<file path="config.mk">
export PLATFORM = sky130hd
export DESIGN_NAME = branch_predict_unit
export DESIGN_NICKNAME = d
export VERILOG_FILES = /design/src/rtl/riscv_pkg.sv /design/src/rtl/branch_cond.sv /design/src/rtl/branch_predict_unit.sv
export SDC_FILE = /design/constraint.sdc
export NUM_CORES = 1
export LEC_CHECK = 0
export ABC_AREA = 1
export BUFFER_PORTS_ARGS = -buffer_cell sky130_fd_sc_hd__buf_2
export CAP_MARGIN = 20
export CORE_ASPECT_RATIO = 1.1
export CORE_UTILIZATION = 47
export CTS_CLUSTER_DIAMETER = 100
export DETAILED_ROUTE_END_ITERATION = 8
export GPL_ROUTABILITY_DRIVEN = 0
export PLACE_DENSITY = 0.71
export SYNTH_ARGS = -nofsm -noshare
export SYNTH_HDL_FRONTEND = slang
export SYNTH_SLANG_ARGS = --single-unit
</file>
<file path="constraint.sdc">
create_clock -name clk -period 5.6 [get_ports clk]
set_input_delay 1.4 -clock clk [delete_from_list [all_inputs] [get_ports clk]]
set_output_delay 1.4 -clock clk [all_outputs]
set_load 0.01 [all_outputs]
</file>
<file path="src/rtl/riscv_pkg.sv">
// Shared RISC-V decode constants and 2-bit saturating counter helpers.
// Holds opcode/funct3 encodings for control-flow instructions, the counter
// state encodings, and a one-step saturating counter update function.
package riscv_pkg;

  localparam int unsigned INSTR_W = 32;
  localparam int unsigned CTR_W   = 2;

  // Control-flow opcodes
  localparam logic [6:0] OPC_BRANCH = 7'b1100011;
  localparam logic [6:0] OPC_JAL    = 7'b1101111;
  localparam logic [6:0] OPC_JALR   = 7'b1100111;

  // Conditional branch funct3 encodings
  localparam logic [2:0] F3_BEQ  = 3'b000;
  localparam logic [2:0] F3_BNE  = 3'b001;
  localparam logic [2:0] F3_BLT  = 3'b100;
  localparam logic [2:0] F3_BGE  = 3'b101;
  localparam logic [2:0] F3_BLTU = 3'b110;
  localparam logic [2:0] F3_BGEU = 3'b111;

  // 2-bit predictor counter states
  typedef enum logic [CTR_W-1:0] {
    SNT = 2'b00,
    WNT = 2'b01,
    WT  = 2'b10,
    ST  = 2'b11
  } ctr_e;

  // One saturating step toward taken (+1) or not-taken (-1).
  function automatic logic [CTR_W-1:0] ctr_step(input logic [CTR_W-1:0] ctr,
                                                 input logic             taken);
    logic [CTR_W-1:0] nxt;
    nxt = ctr;
    if (taken) begin
      if (ctr != CTR_W'(ST)) nxt = ctr + CTR_W'(1);
    end else begin
      if (ctr != CTR_W'(SNT)) nxt = ctr - CTR_W'(1);
    end
    return nxt;
  endfunction

endpackage

</file>
<file path="src/rtl/branch_cond.sv">
// Branch/jump condition evaluator (purely combinational).
// Ports:
//   instr  - instruction word (opcode and funct3 are decoded)
//   zero   - ALU equal flag
//   lt     - ALU signed less-than flag
//   ltu    - ALU unsigned less-than flag
//   boj    - control says the instruction is a branch or jump
//   taken  - resolved taken/PC-source select
module branch_cond
  import riscv_pkg::*;
(
  input  logic [INSTR_W-1:0] instr,
  input  logic               zero,
  input  logic               lt,
  input  logic               ltu,
  input  logic               boj,
  output logic               taken
);

  logic [6:0] opcode;
  logic [2:0] funct3;
  logic       unused_instr;

  assign opcode       = instr[6:0];
  assign funct3       = instr[14:12];
  assign unused_instr = ^{instr[31:15], instr[11:7]};

  // Resolve direction; reserved branch funct3 values resolve not-taken.
  always_comb begin
    taken = 1'b0;
    if (boj) begin
      case (opcode)
        OPC_BRANCH: begin
          case (funct3)
            F3_BEQ:  taken = zero;
            F3_BNE:  taken = ~zero;
            F3_BLT:  taken = lt;
            F3_BGE:  taken = ~lt;
            F3_BLTU: taken = ltu;
            F3_BGEU: taken = ~ltu;
            default: taken = 1'b0;
          endcase
        end
        OPC_JAL, OPC_JALR: taken = 1'b1;
        default:           taken = 1'b0;
      endcase
    end
  end

endmodule

</file>
<file path="src/rtl/branch_predict_unit.sv">
// Bimodal branch predictor with execute-stage resolution and redirect.
// Ports:
//   clk, rst_n        - clock, synchronous active-low reset
//   if_pc             - fetch PC for lookup
//   if_pred_taken     - combinational prediction (counter MSB) for if_pc
//   ex_valid, ex_pc   - execute-stage valid and PC
//   ex_instr, ex_boj  - execute-stage instruction and branch/jump control
//   ex_zero/lt/ltu    - ALU flags
//   ex_pred_taken     - prediction carried with the execute instruction
//   ex_taken          - combinational resolved PC-source select
//   flush             - registered one-cycle redirect pulse
//   stat_branches     - saturating count of resolved conditional branches
//   stat_mispredicts  - saturating count of mispredicted branches
module branch_predict_unit
  import riscv_pkg::*;
#(
  parameter int unsigned XLEN       = 32,
  parameter int unsigned BHT_DEPTH  = 64,
  parameter logic [1:0]  INIT_STATE = 2'b01
) (
  input  logic               clk,
  input  logic               rst_n,
  input  logic [XLEN-1:0]    if_pc,
  output logic               if_pred_taken,
  input  logic               ex_valid,
  input  logic [XLEN-1:0]    ex_pc,
  input  logic [INSTR_W-1:0] ex_instr,
  input  logic               ex_boj,
  input  logic               ex_zero,
  input  logic               ex_lt,
  input  logic               ex_ltu,
  input  logic               ex_pred_taken,
  output logic               ex_taken,
  output logic               flush,
  output logic [31:0]        stat_branches,
  output logic [31:0]        stat_mispredicts
);

  localparam int unsigned IDX_W  = $clog2(BHT_DEPTH);
  localparam int unsigned STAT_W = 32;

  logic [CTR_W-1:0] bht [BHT_DEPTH];

  logic [IDX_W-1:0] if_idx;
  logic [IDX_W-1:0] ex_idx;
  logic             cond_taken;
  logic             is_branch;
  logic             is_jump;
  logic             upd;
  logic             mispredict;
  logic             redirect;
  logic             unused_pc;

  // Word-aligned PCs: drop the two byte-offset bits when indexing.
  assign if_idx    = if_pc[IDX_W+1:2];
  assign ex_idx    = ex_pc[IDX_W+1:2];
  assign unused_pc = ^{if_pc[XLEN-1:IDX_W+2], if_pc[1:0],
                       ex_pc[XLEN-1:IDX_W+2], ex_pc[1:0]};

  branch_cond u_cond (
    .instr (ex_instr),
    .zero  (ex_zero),
    .lt    (ex_lt),
    .ltu   (ex_ltu),
    .boj   (ex_boj),
    .taken (cond_taken)
  );

  assign is_branch = (ex_instr[6:0] == OPC_BRANCH);
  assign is_jump   = (ex_instr[6:0] == OPC_JAL) || (ex_instr[6:0] == OPC_JALR);

  // Lookup reads the registered table, so a same-cycle update is not visible.
  assign if_pred_taken = bht[if_idx][1];
  assign ex_taken      = ex_valid & cond_taken;

  assign upd        = ex_valid & ex_boj & is_branch;
  assign mispredict = upd & (ex_taken != ex_pred_taken);
  assign redirect   = (ex_valid & ex_boj & is_jump) | mispredict;

  // Prediction table; reset overrides any update presented in the same cycle.
  always_ff @(posedge clk) begin
    if (!rst_n) begin
      for (int unsigned i = 0; i < BHT_DEPTH; i++) begin
        bht[i] <= INIT_STATE;
      end
    end else if (upd) begin
      bht[ex_idx] <= ctr_step(bht[ex_idx], ex_taken);
    end
  end

  // Redirect pulse and saturating performance counters.
  always_ff @(posedge clk) begin
    if (!rst_n) begin
      flush            <= 1'b0;
      stat_branches    <= '0;
      stat_mispredicts <= '0;
    end else begin
      flush <= redirect;
      if (upd && (stat_branches != '1)) begin
        stat_branches <= stat_branches + STAT_W'(1);
      end
      if (mispredict && (stat_mispredicts != '1)) begin
        stat_mispredicts <= stat_mispredicts + STAT_W'(1);
      end
    end
  end

endmodule

</file>
======== Yosys cells after proc, flatten, opt, wreduce, memory -nomap -nowiden ========
Memory sizes are Yosys's and may differ from the RTL's.
Cells that the tools add are included.
word-level totals
  word-level logic and storage cells ...... 51
  register bits ........................... 65
  RAM bits ................................ 128
  memories kept ........................... 1
  bits of input ports ..................... 104
  output and inout bits ................... 67
cells by class
  equality and inequality tests ........... 12
  reduce and logical (&&, ||, !) cells .... 7
  bitwise logic cells ..................... 9
  mux-type cells .......................... 15
  $add $sub $neg .......................... 4
memory list
  name  words  bits a word  rd ports  clocked after memory_dff  write ports  line                       RTL
  bht   64     2            2         0                         64           branch_predict_unit.sv:42  logic [CTR_W-1:0] bht [BHT_DEPTH];
operators by type and width
  operator                                          count
  adder 32 x 1 -> 32 bit, second input constant     2
  inequality test 32 bit, second input constant     2
  == test 7 bit, second input constant              3
  == test 3 bit, second input constant              4
  two-way mux 2 bit                                 6
  two-way mux 1 bit                                 6
  two-way mux 6 bit                                 1
  one-hot mux 1 bit (6 select lines)                1
  bitwise AND 1 bit                                 5
  OR reduction 2 bit                                2
  == test 3 x 1 -> 1 bit, second input constant     1
  logical NOT 3 bit                                 1
  NOT 1 bit                                         3
  adder 2 x 1 -> 2 bit, second input constant       1
  logical AND 1 bit                                 2
  inequality test 2 bit, second input constant      1
  one-hot mux 1 bit (2 select lines)                1
  nonzero test 2 bit                                1
  subtractor 2 x 1 -> 2 bit, second input constant  1
  logical OR 1 bit                                  1
  inequality test 1 bit                             1
  OR 1 bit                                          1

======== Depth between registers and ports, before layout ========
Gate-level depths: netlist of run 1.
  depth after elaboration ................. 9
  gate-level depth with buffers ........... 19
  depth with buffers taken out ............ 15

======== Hierarchy ========
A second synthesis of run 1 with hierarchy kept.
unflattened totals
  cells, all modules ...................... 1,647
  area, all modules ....................... 11,561.1 um^2
by module, submodules not included
  module               area each (um^2)  cells each  sequential area each (um^2)  times used
  branch_predict_unit  11,458.5          1,624       5,144.9                      1
  branch_cond          102.6             23          0.0                          1

======== Worst setup path after synthesis of run 1 ========
No wires, ideal clock.
  kind .................................... input to output
  from .................................... in if_pc[2]
  to ...................................... out if_pred_taken
  cell stages on the path ................. 11
  buffers on the path ..................... 2
  slack ................................... 1.649 ns
  data arrival time ....................... 2.551 ns
  required time ........................... 4.200 ns
  cells stage by stage .................... clkbuf_1 inv_1 clkbuf_1 o21ai_0 o22ai_1 o21ai_0 nor2_1 o21ai_0 nand2_1 nand2_1 nand2_1
on the way
  word-level cells in the longest chain between the ends .. 1
ends and longest elaborated chain
  element                   line                       RTL
  start: declaration        branch_predict_unit.sv:23  input logic [XLEN-1:0] if_pc,
  memory read (64 x 2 bit)  -
  end: declaration          branch_predict_unit.sv:24  output logic if_pred_taken,
Every way passes these cells.

======== Final worst setup path of run 1 ========
  from .................................... in if_pc[3]
  to ...................................... out if_pred_taken
Same word-level chain as after synthesis.

==> impl_metrics.json, run 1 <==
{
  "cp.arrival_ns": 3.44,
  "synth_top_cell_area_share": 0.329,
  "cts-resized-gates": 0,
  "dp_hpwl_mm": 20.9,
  "p_comb_frac": 0.091,
  "synth_area_leaders": "edfxtp_1 33%, nand2_1 21%, dfxtp_1 11%",
  "timing.final.crit_share": 0.864,
  "endpoint_kind": "output pin",
  "antenna_cells": 0,
  "die_area_um2": 25500,
  "path_clk_slew_ns": 0.07,
  "synth_cell_types": 33,
  "leakage_nw": 4.99,
  "yosys_warnings": 0,
  "startpoint_type": "input port",
  "hold_viol_final": 0,
  "rr_worst_depth": 11,
  "ys_async_sr_fraction": 0,
  "final_layout_size_suffix_gt1_frac": 0.0923,
  "num-nets-final": 1837,
  "clockBufferDepth": 2,
  "synth_edf_count": 128,
  "cts_made_buffers": 17,
  "die-height_um": 167,
  "core_area_um2": 24500,
  "fmax_mhz": 207,
  "final_cell_mix": "652 x nand2_1, 246 x nor2_1, 133 x inv_1",
  "p_clk_frac": 0.399,
  "violations": "design-rule violations",
  "drtIter0Drc": 801,
  "worstSkewPairLatency_ns": 0.44,
  "postCtsSetupBuffers": 0,
  "worstMarginPinSlew_ns": 0.956,
  "vias": 11400,
  "holdCritPathClass": "reg2reg",
  "cts-root-buf": "clkbuf_16",
  "worst_slew_margin_rel": 0.363,
  "layout_commonest_cell": "nand2_1",
  "cts.sinks": 193,
  "ant_nets": 0,
  "drt-total-wl_mm": 32.9,
  "ioPinCount": 171,
  "ys_ff_latch": 193,
  "io_buffers": 96,
  "worstHoldPathCells": 2,
  "syn_to_final_growth_pct": 9.89,
  "h-tree-depth": 4,
  "final.setup_skew_ns": 0.0161,
  "fillers": 2406,
  "avgViaCountPerCell": 5.54,
  "cts-hold-fix-buffers": 0,
  "criticalPathCategory": "in2out",
  "worst_hold_slack_ns": 0.504,
  "period_needed_ns": 4.84,
  "cts_tree": "done",
  "required_ns": 4.20,
  "p_int_w": 0.00219,
  "rsz0062_at_grt": "no",
  "ir_drop_mv": 0.216,
  "grt_usage": 0.262,
  "max-cap-violations": 0,
  "status": "complete, but fails checks",
  "synth_area_per_cell_um2": 6.93,
  "seq_power_share": 0.510,
  "grt_max_degree": 79,
  "drcViolationCount": 4,
  "critPathMaxFanout": 17,
  "utilization": 0.525,
  "synth_cells": 1687,
  "setup_violations": 0,
  "antenna_found_initial": 0,
  "rows": 60,
  "first_pass_iters": 8,
  "p_sw_frac": 0.272,
  "drv_slew": 0,
  "p_switching_w": 0.000821,
  "fin_setup_tns_ns": 0,
  "synth-seq-area-share": 0.440,
  "grt_pass1_wl_mm": 53.2,
  "ys.flop_type": "edfxtp_1",
  "syn_nets": 1793,
  "grt_pass1_vias": 10700,
  "stdcell_count": 2054,
  "synth_top_area_cell": "edfxtp_1",
  "wl_per_cell_um": 16.0,
  "start_util": 0.478,
  "p_total_w": 0.00301,
  "overflow": 0,
  "p_per_area_nw_per_um2": 235,
  "dp_cells": 2022,
  "chipWidth_um": 152,
  "synthesis.area_um2": 11700
}
[synth_stat cells, types with 2 or more instances]
cell / number
a21oi_1: 61
buf_1: 5
buf_2: 22
buf_4: 8
buf_6: 9
clkbuf_1: 43
dfxtp_1: 65
edfxtp_1: 128
ha_1: 2
inv_1: 133
inv_2: 3
nand2_1: 653
nand2_2: 2
nand3_1: 77
nand3_2: 10
nand3b_1: 11
nand4_1: 63
nor2_1: 246
nor3_1: 36
nor4_1: 4
o211ai_1: 2
o21ai_0: 51
o22ai_1: 14
xnor2_1: 10
xor2_1: 21
[logic make-up after synthesis]
family / count (synthesis) / share of synthesized area
fa+ha+maj: 2 / 0.00214
compound gates: 133 / 0.0608
xor+xnor: 31 / 0.0232
simple gates: 1104 / 0.391
flops: 193 / 0.440
buf+inv: 224 / 0.0827
[power groups by stage]
stage	Sequential (W)	Clock (W)	Combinational (W)
CTS	0.00154	0.00121	0.000272
global placement	0.00157	0	0.000267
finish	0.00154	0.00120	0.000276
floorplan	0.00157	0	0.000200
global route	0.00154	0.00126	0.000305
detailed placement	0.00157	0	0.000271
[flip-flops by register name (all words and copies together), names as in the netlist]
name,count
bht,128
stat_branches,32
stat_mispredicts,32
flush,1
[final timing paths]
path / startpoint / endpoint / slack (ns)
setup reg to reg: stat_branches[0] / stat_branches[5] / 2.56
hold reg to reg: stat_mispredicts[31] / stat_mispredicts[31] / 0.50
hold / removal: stat_mispredicts[31] / stat_mispredicts[31] / 0.50
setup / recovery: if_pc[3] / if_pred_taken / 0.76
[through the flow]
step / worst slack [ns] / instance area (um2)
global route: 0.651 / 12800
finish: 0.764 / 12800
floorplan: 1.65 / 11700
global placement: 0.714 / 12300
detailed placement: 0.682 / 12300
CTS: 0.878 / 12800
[critical path, stage by stage]
cell	delay, ns
buf_2	0.25
inv_1	0.60
o21ai_0	0.21
o22ai_1	0.25
nand2_1	0.08
nand2_1	0.06
nand2_1	0.05
o21ai_0	0.10
nand2_1	0.08
nand2_1	0.07
nand2_1	0.04
nand2_1	0.08
buf_2	0.13
[final cells by class]
| class | instances | area, um2 | area share |
|---|---|---|---|
| well taps | 310 | 388 | 0.0302 |
| inverters | 137 | 514 | 0.0400 |
| flip-flops and latches | 193 | 5140 | 0.401 |
| clock buffers | 17 | 425 | 0.0331 |
| clock inverters | 15 | 146 | 0.0114 |
| multi-input cells | 1270 | 5590 | 0.435 |
| repair buffers | 112 | 638 | 0.0497 |
[layer usage]
| layer | vias to the layer above | GRT usage | part of all wire |
|---|---|---|---|
| met5 | - | 0 | 0 |
| met4 | 0 | 0.0914 | 0.024 |
| met3 | 60 | 0.0435 | 0.083 |
| met2 | 527 | 0.459 | 0.49 |
| met1 | 5244 | 0.326 | 0.40 |
| li1 | 5551 | - | - |
(Power assumes the default switching activity.)
==> run 2, diff against run 1 <==
--- a/config.mk
+++ b/config.mk
@@ -9,11 +9,11 @@
 export BUFFER_PORTS_ARGS = -buffer_cell sky130_fd_sc_hd__buf_2
 export CAP_MARGIN = 20
 export CORE_ASPECT_RATIO = 1.1
-export CORE_UTILIZATION = 47
+export CORE_UTILIZATION = 58
 export CTS_CLUSTER_DIAMETER = 100
 export DETAILED_ROUTE_END_ITERATION = 8
 export GPL_ROUTABILITY_DRIVEN = 0
-export PLACE_DENSITY = 0.71
+export PLACE_DENSITY = 0.84
 export SYNTH_ARGS = -nofsm -noshare
 export SYNTH_HDL_FRONTEND = slang
 export SYNTH_SLANG_ARGS = --single-unit
==> constraint.sdc (replaced) <==
create_clock -name clk -period 5.41 [get_ports clk]
set_input_delay 1.3525 -clock clk [delete_from_list [all_inputs] [get_ports clk]]
set_output_delay 1.3525 -clock clk [all_outputs]
set_load 0.01 [all_outputs]
==> run 2 against run 1 <==
Against the previous run: the run still ends with design-rule violations left; design area shrank 0.39%; combinational power is 3% higher; largest cell class unchanged; flip-flop and latch count did not move.
==> impl_metrics.json, run 2 (synthesis gave the netlist of run 1 again) <==
{
  "status": "complete, but fails checks",
  "violations": "design-rule violations",
  "rr_worst_depth": 11,
  "avgViaCountPerCell": 5.81,
  "core_area_um2": 19800,
  "p_per_area_nw_per_um2": 249,
  "final.setup_skew_ns": 0.0123,
  "chipWidth_um": 137,
  "holdPathEnd": "stat_branches[0]",
  "first_pass_iters": 9,
  "required_ns": 4.06,
  "setup_violations": 0,
  "critPathMaxFanout": 16,
  "leakage_nw": 5.01,
  "path_clk_slew_ns": 0.07,
  "critPathSlowestCell": "inv_1",
  "wl_per_cell_um": 15.9,
  "drv_slew": 0,
  "worstHoldPathCells": 1,
  "timing.final.crit_share": 0.819,
  "worstMarginPinSlew_ns": 0.910,
  "grt_pass1_vias": 10700,
  "hold_viol_final": 0,
  "crit_buf_inv": 3,
  "crit_top_cell": "nand2_1",
  "endpoint_kind": "output pin",
  "drcViolationCount": 1,
  "top_register": "bht",
  "final_cell_mix": "652 x nand2_1, 246 x nor2_1, 133 x inv_1",
  "place_area_um2": 12200,
  "clockBufferDepth": 2,
  "worst_slew_margin_rel": 0.394,
  "final_layout_size_suffix_gt1_frac": 0.0928,
  "largestRegisters": "bht (128), stat_branches (32), stat_mispredicts (32)",
  "die_area_um2": 20700,
  "max_stage_delay_ns": 0.49,
  "cts_tree": "done",
  "start_util": 0.590,
  "r2r_start": "stat_branches[0]",
  "grt_usage": 0.315,
  "io_buffers": 96,
  "dp_slack_ns": 0.957,
  "worstPathCellList": "buf_2 -> inv_1 -> o21ai_0 -> o22ai_1 -> nand2_1 -> nand2_1 -> nand2_1 -> o21ai_0 -> nand2_1 -> nand2_1 -> nand2_1 -> nand2_1 -> buf_2",
  "layout_commonest_cell": "nand2_1",
  "p_switching_w": 0.000825,
  "syn_to_final_growth_pct": 9.46,
  "die-height_um": 151,
  "vias": 11600,
  "fmax_mhz": 226,
  "rows": 54,
  "worstReg2RegEnd": "stat_branches[5]",
  "criticalPathCategory": "in2out",
  "path_delay_family": "buffers and inverters",
  "overflow": 0,
  "cts.sinks": 193,
  "postCtsSetupBuffers": 0,
  "largest_reg_flops": 128,
  "fin_ws_ns": 0.979,
  "worstSkewPairLatency_ns": 0.45,
  "h-tree-depth": 4,
  "num-nets-final": 1838,
  "grt_pass1_wl_mm": 50.6,
  "fin_setup_tns_ns": 0,
  "antenna_found_initial": 0,
  "antenna_cells": 0,
  "final_area_um2": 12800,
  "cts-hold-fix-buffers": 0,
  "critical_path_depth": 13,
  "p_sw_frac": 0.259,
  "seq_power_share": 0.501,
  "fillers": 1750,
  "ir_drop_mv": 0.234,
  "max-cap-violations": 0,
  "dp_hpwl_mm": 20.4,
  "area.sequential_um2": 5140,
  "cts_made_buffers": 17,
  "worstHoldStart": "stat_branches[0]",
  "startpoint_type": "input port",
  "drt-total-wl_mm": 31.8,
  "drtIter0Drc": 1225,
  "grt_max_degree": 79,
  "cp.arrival_ns": 3.08,
  "period_needed_ns": 4.43,
  "p_clk_frac": 0.410,
  "r2r_slack_ns": 2.50,
  "ioPinCount": 171,
  "ant_nets": 0,
  "multi_input_area_um2": 5590,
  "cts-root-buf": "clkbuf_16",
  "cts-resized-gates": 0,
  "p_comb_frac": 0.090,
  "holdCritPathClass": "reg2reg",
  "p_int_w": 0.00235,
  "worst_hold_slack_ns": 0.504,
  "rsz0062_at_grt": "no"
}
==> run 2: cell types whose count changed in the layout (fill, tap and decap cells not counted) <==
| cell | delta |
|---|---|
| clkinv_8 | -2 |
| clkinv_4 | +1 |
| buf_12 | -1 |
| bufinv_16 | +2 |
| buf_4 | +2 |
| inv_6 | -1 |
==> run 2: stage by stage <==
| stage | cells | utilization | power [W] |
|---|---|---|---|
| 5_1_grt | 1997 | 0.646 | 0.00326 |
| 3_5_place_dp | 1965 | 0.616 | 0.00190 |
| 4_1_cts | 1997 | 0.646 | 0.00317 |
| 3_3_place_gp | 1965 | 0.616 | 0.00189 |
| 2_1_floorplan | 1687 | - | 0.00183 |
| 6_report | 1997 | 0.646 | 0.00318 |
==> run 2: how the worst max path moves through the flow <==
stage | from | end | slack, ns
global route | if_pc[3] | if_pred_taken | 0.83
CTS | if_pc[3] | if_pred_taken | 1.05
floorplan | if_pc[2] | if_pred_taken | 1.55
detailed placement | ex_pc[2] | bht[23][1] | 0.96
finish | if_pc[3] | if_pred_taken | 0.98
global placement | ex_pc[2] | bht[23][1] | 1.02
==> run 2: final cells by class <==
type                    instances  share of cell area
inverters                     137              0.0402
multi-input cells            1270               0.437
well taps                     252              0.0246
repair buffers                113              0.0495
clock buffers                  17              0.0333
flip-flops and latches        193               0.402
clock inverters                15              0.0136
==> run 2: routing by layer <==
| metal | global-route usage | up-vias | part of all wire | wire (um) |
|---|---|---|---|---|
| met4 | 0.157 | 0 | 0.039 | 1230 |
| met3 | 0.0532 | 113 | 0.10 | 3240 |
| li1 | - | 5545 | - | - |
| met2 | 0.537 | 691 | 0.48 | 15300 |
| met1 | 0.384 | 5247 | 0.38 | 12000 |
| met5 | 0 | - | 0 | 0 |
==> run 2: power by group through the flow <==
stage	clock (W)	combinational (W)	sequential [W]
after floorplan	0	0.000207	0.00162
final	0.00130	0.000285	0.00159
after CTS	0.00130	0.000278	0.00159
after global routing	0.00135	0.000312	0.00159
after global placement	0	0.000269	0.00162
after detailed placement	0	0.000277	0.00163
==> run 3, diff against run 2 <==
==> constraint.sdc (replaced) <==
create_clock -name clk -period 4.5 [get_ports clk]
set_input_delay 1.125 -clock clk [delete_from_list [all_inputs] [get_ports clk]]
set_output_delay 1.125 -clock clk [all_outputs]
set_load 0.01 [all_outputs]
==> run 3 against run 2 <==
Against the previous run: the flow still finishes with violations (design-rule violations); sequential share of layout area is 0.18 points lower; routed wire length decreased by 0.87%; non-clock buffer count is 6 higher; sequential power increased by 20%; critical path type unchanged; highest routed layer unchanged.
==> impl_metrics.json, run 3 (synthesis gave the netlist of run 1 again) <==
{
  "top_register": "bht",
  "h-tree-depth": 4,
  "rows": 54,
  "largestRegisters": "bht (128), stat_branches (32), stat_mispredicts (32)",
  "cts-resized-gates": 0,
  "gr-usage-met2": 0.538,
  "ant_nets": 0,
  "place_area_um2": 12300,
  "required_ns": 3.38,
  "dp_cells": 1971,
  "drt-total-wl_mm": 31.5,
  "timing.final.crit_share": 0.871,
  "drv_slew": 0,
  "antenna_found_initial": 0,
  "die-height_um": 151,
  "die_area_um2": 20700,
  "final_cell_mix": "652 x nand2_1, 246 x nor2_1, 133 x inv_1",
  "stdcell_count": 2003,
  "worst_slew_margin_rel": 0.366,
  "grt_max_degree": 79,
  "grt_pass1_vias": 10600,
  "grt_usage": 0.313,
  "crit_buf_inv": 3,
  "rsz0062_at_grt": "no",
  "start_util": 0.590,
  "critPathMaxFanout": 16,
  "final_area_um2": 12900,
  "fin_setup_tns_ns": 0,
  "startpoint_type": "input port",
  "crit_top_cell": "nand2_1",
  "io_buffers": 96,
  "cts.sinks": 193,
  "worstPathCellList": "buf_2 -> inv_1 -> o21ai_0 -> o22ai_1 -> o21ai_0 -> o21ai_0 -> nand2_1 -> nand2_1 -> nand2_1 -> nand2_1 -> buf_2",
  "r2r_slack_ns": 1.59,
  "worstSkewPairLatency_ns": 0.44,
  "path_clk_slew_ns": 0.07,
  "fmax_mhz": 255,
  "worstMarginPinSlew_ns": 0.944,
  "holdCritPathClass": "reg2reg",
  "postCtsSetupBuffers": 0,
  "ioPinCount": 171,
  "num-nets-final": 1844,
  "groute.layer.met1.usage": 0.380,
  "wl_per_cell_um": 15.7,
  "ir_drop_mv": 0.261,
  "cts-root-buf": "clkbuf_16",
  "critPathSlowestCell": "inv_1",
  "chipWidth_um": 137,
  "max_stage_delay_ns": 0.42,
  "setup_violations": 0,
  "worst_hold_slack_ns": 0.503,
  "utilization": 0.649,
  "layout_commonest_cell": "nand2_1",
  "max-cap-violations": 0,
  "vias": 11500,
  "overflow": 0,
  "drtIter0Drc": 1150,
  "criticalPathCategory": "in2out",
  "hold_viol_final": 0,
  "met3_usage": 0.0529,
  "core_area_um2": 19800,
  "clockBufferDepth": 2,
  "period_needed_ns": 3.92,
  "status": "complete, but fails checks",
  "dp_hpwl_mm": 20.7,
  "cp.arrival_ns": 2.79,
  "final.setup_skew_ns": 0.0122,
  "fillers": 1716,
  "first_pass_iters": 8,
  "grt_pass1_wl_mm": 50.3,
  "antenna_cells": 0,
  "final_layout_size_suffix_gt1_frac": 0.0965,
  "drcViolationCount": 1,
  "globalRoute.busiestLayer": "met2",
  "largest_reg_flops": 128,
  "violations": "design-rule violations",
  "p_per_area_nw_per_um2": 297,
  "cts-hold-fix-buffers": 0,
  "cts_made_buffers": 17,
  "leakage_nw": 5.04,
  "avgViaCountPerCell": 5.72,
  "path_delay_family": "compound AO/OA/AOI/OAI gates",
  "cts_tree": "done",
  "endpoint_kind": "output pin",
  "syn_to_final_growth_pct": 9.97
}
run 3: cell types whose count changed in the layout (fill, tap and decap cells not counted), sizes merged:
cell / previous run / this run
clkinv: 6 / 7
inv: 142 / 141
buf: 113 / 119
run 3: area by class of cell:
type / instances / area [um2] / area share
well taps: 252 / 315 / 0.0245
multi-input cells: 1270 / 5590 / 0.435
flip-flops and latches: 193 / 5140 / 0.400
inverters: 137 / 514 / 0.0400
clock inverters: 15 / 175 / 0.0136
clock buffers: 17 / 425 / 0.0331
repair buffers: 119 / 691 / 0.0537
run 3: path summary, 6_finish.rpt:
| path | start | to | cells past startpoint |
|---|---|---|---|
| worst max register to register | stat_branches[0] | stat_branches[25] | 11 |
| worst min-delay path | stat_mispredicts[28] | stat_mispredicts[28] | 2 |
| worst min register to register | stat_mispredicts[28] | stat_mispredicts[28] | 2 |
| worst max-delay path | if_pc[3] | if_pred_taken | 11 |
run 3: per-layer routing:
layer,vias to the layer above,part of all wire
met5,-,0
met4,0,0.036
met3,110,0.097
met2,629,0.49
met1,5178,0.38
li1,5546,-
run 3: metrics by stage:
step | setup WS (ns) | total power [W]
after floorplan | 1.10 | 0.00220
after global placement | 0.634 | 0.00228
after detailed placement | 0.598 | 0.00229
after CTS | 0.590 | 0.00381
after global routing | 0.402 | 0.00392
final | 0.580 | 0.00381
run 3: power by group:
group	internal, W	switching (W)	leakage (nW)
Sequential	0.00190	0.0000125	1.63
Combinational	0.0000941	0.000247	3.12
Clock	0.000837	0.000720	0.290
Total	0.00283	0.000979	5.04
run 3: tightest hold or removal path, delay by kind of cell (launching register included):
family	cells	cell delay (ns)
simple gates	1	0.07
flops	1	0.34
compound gates	1	0.05
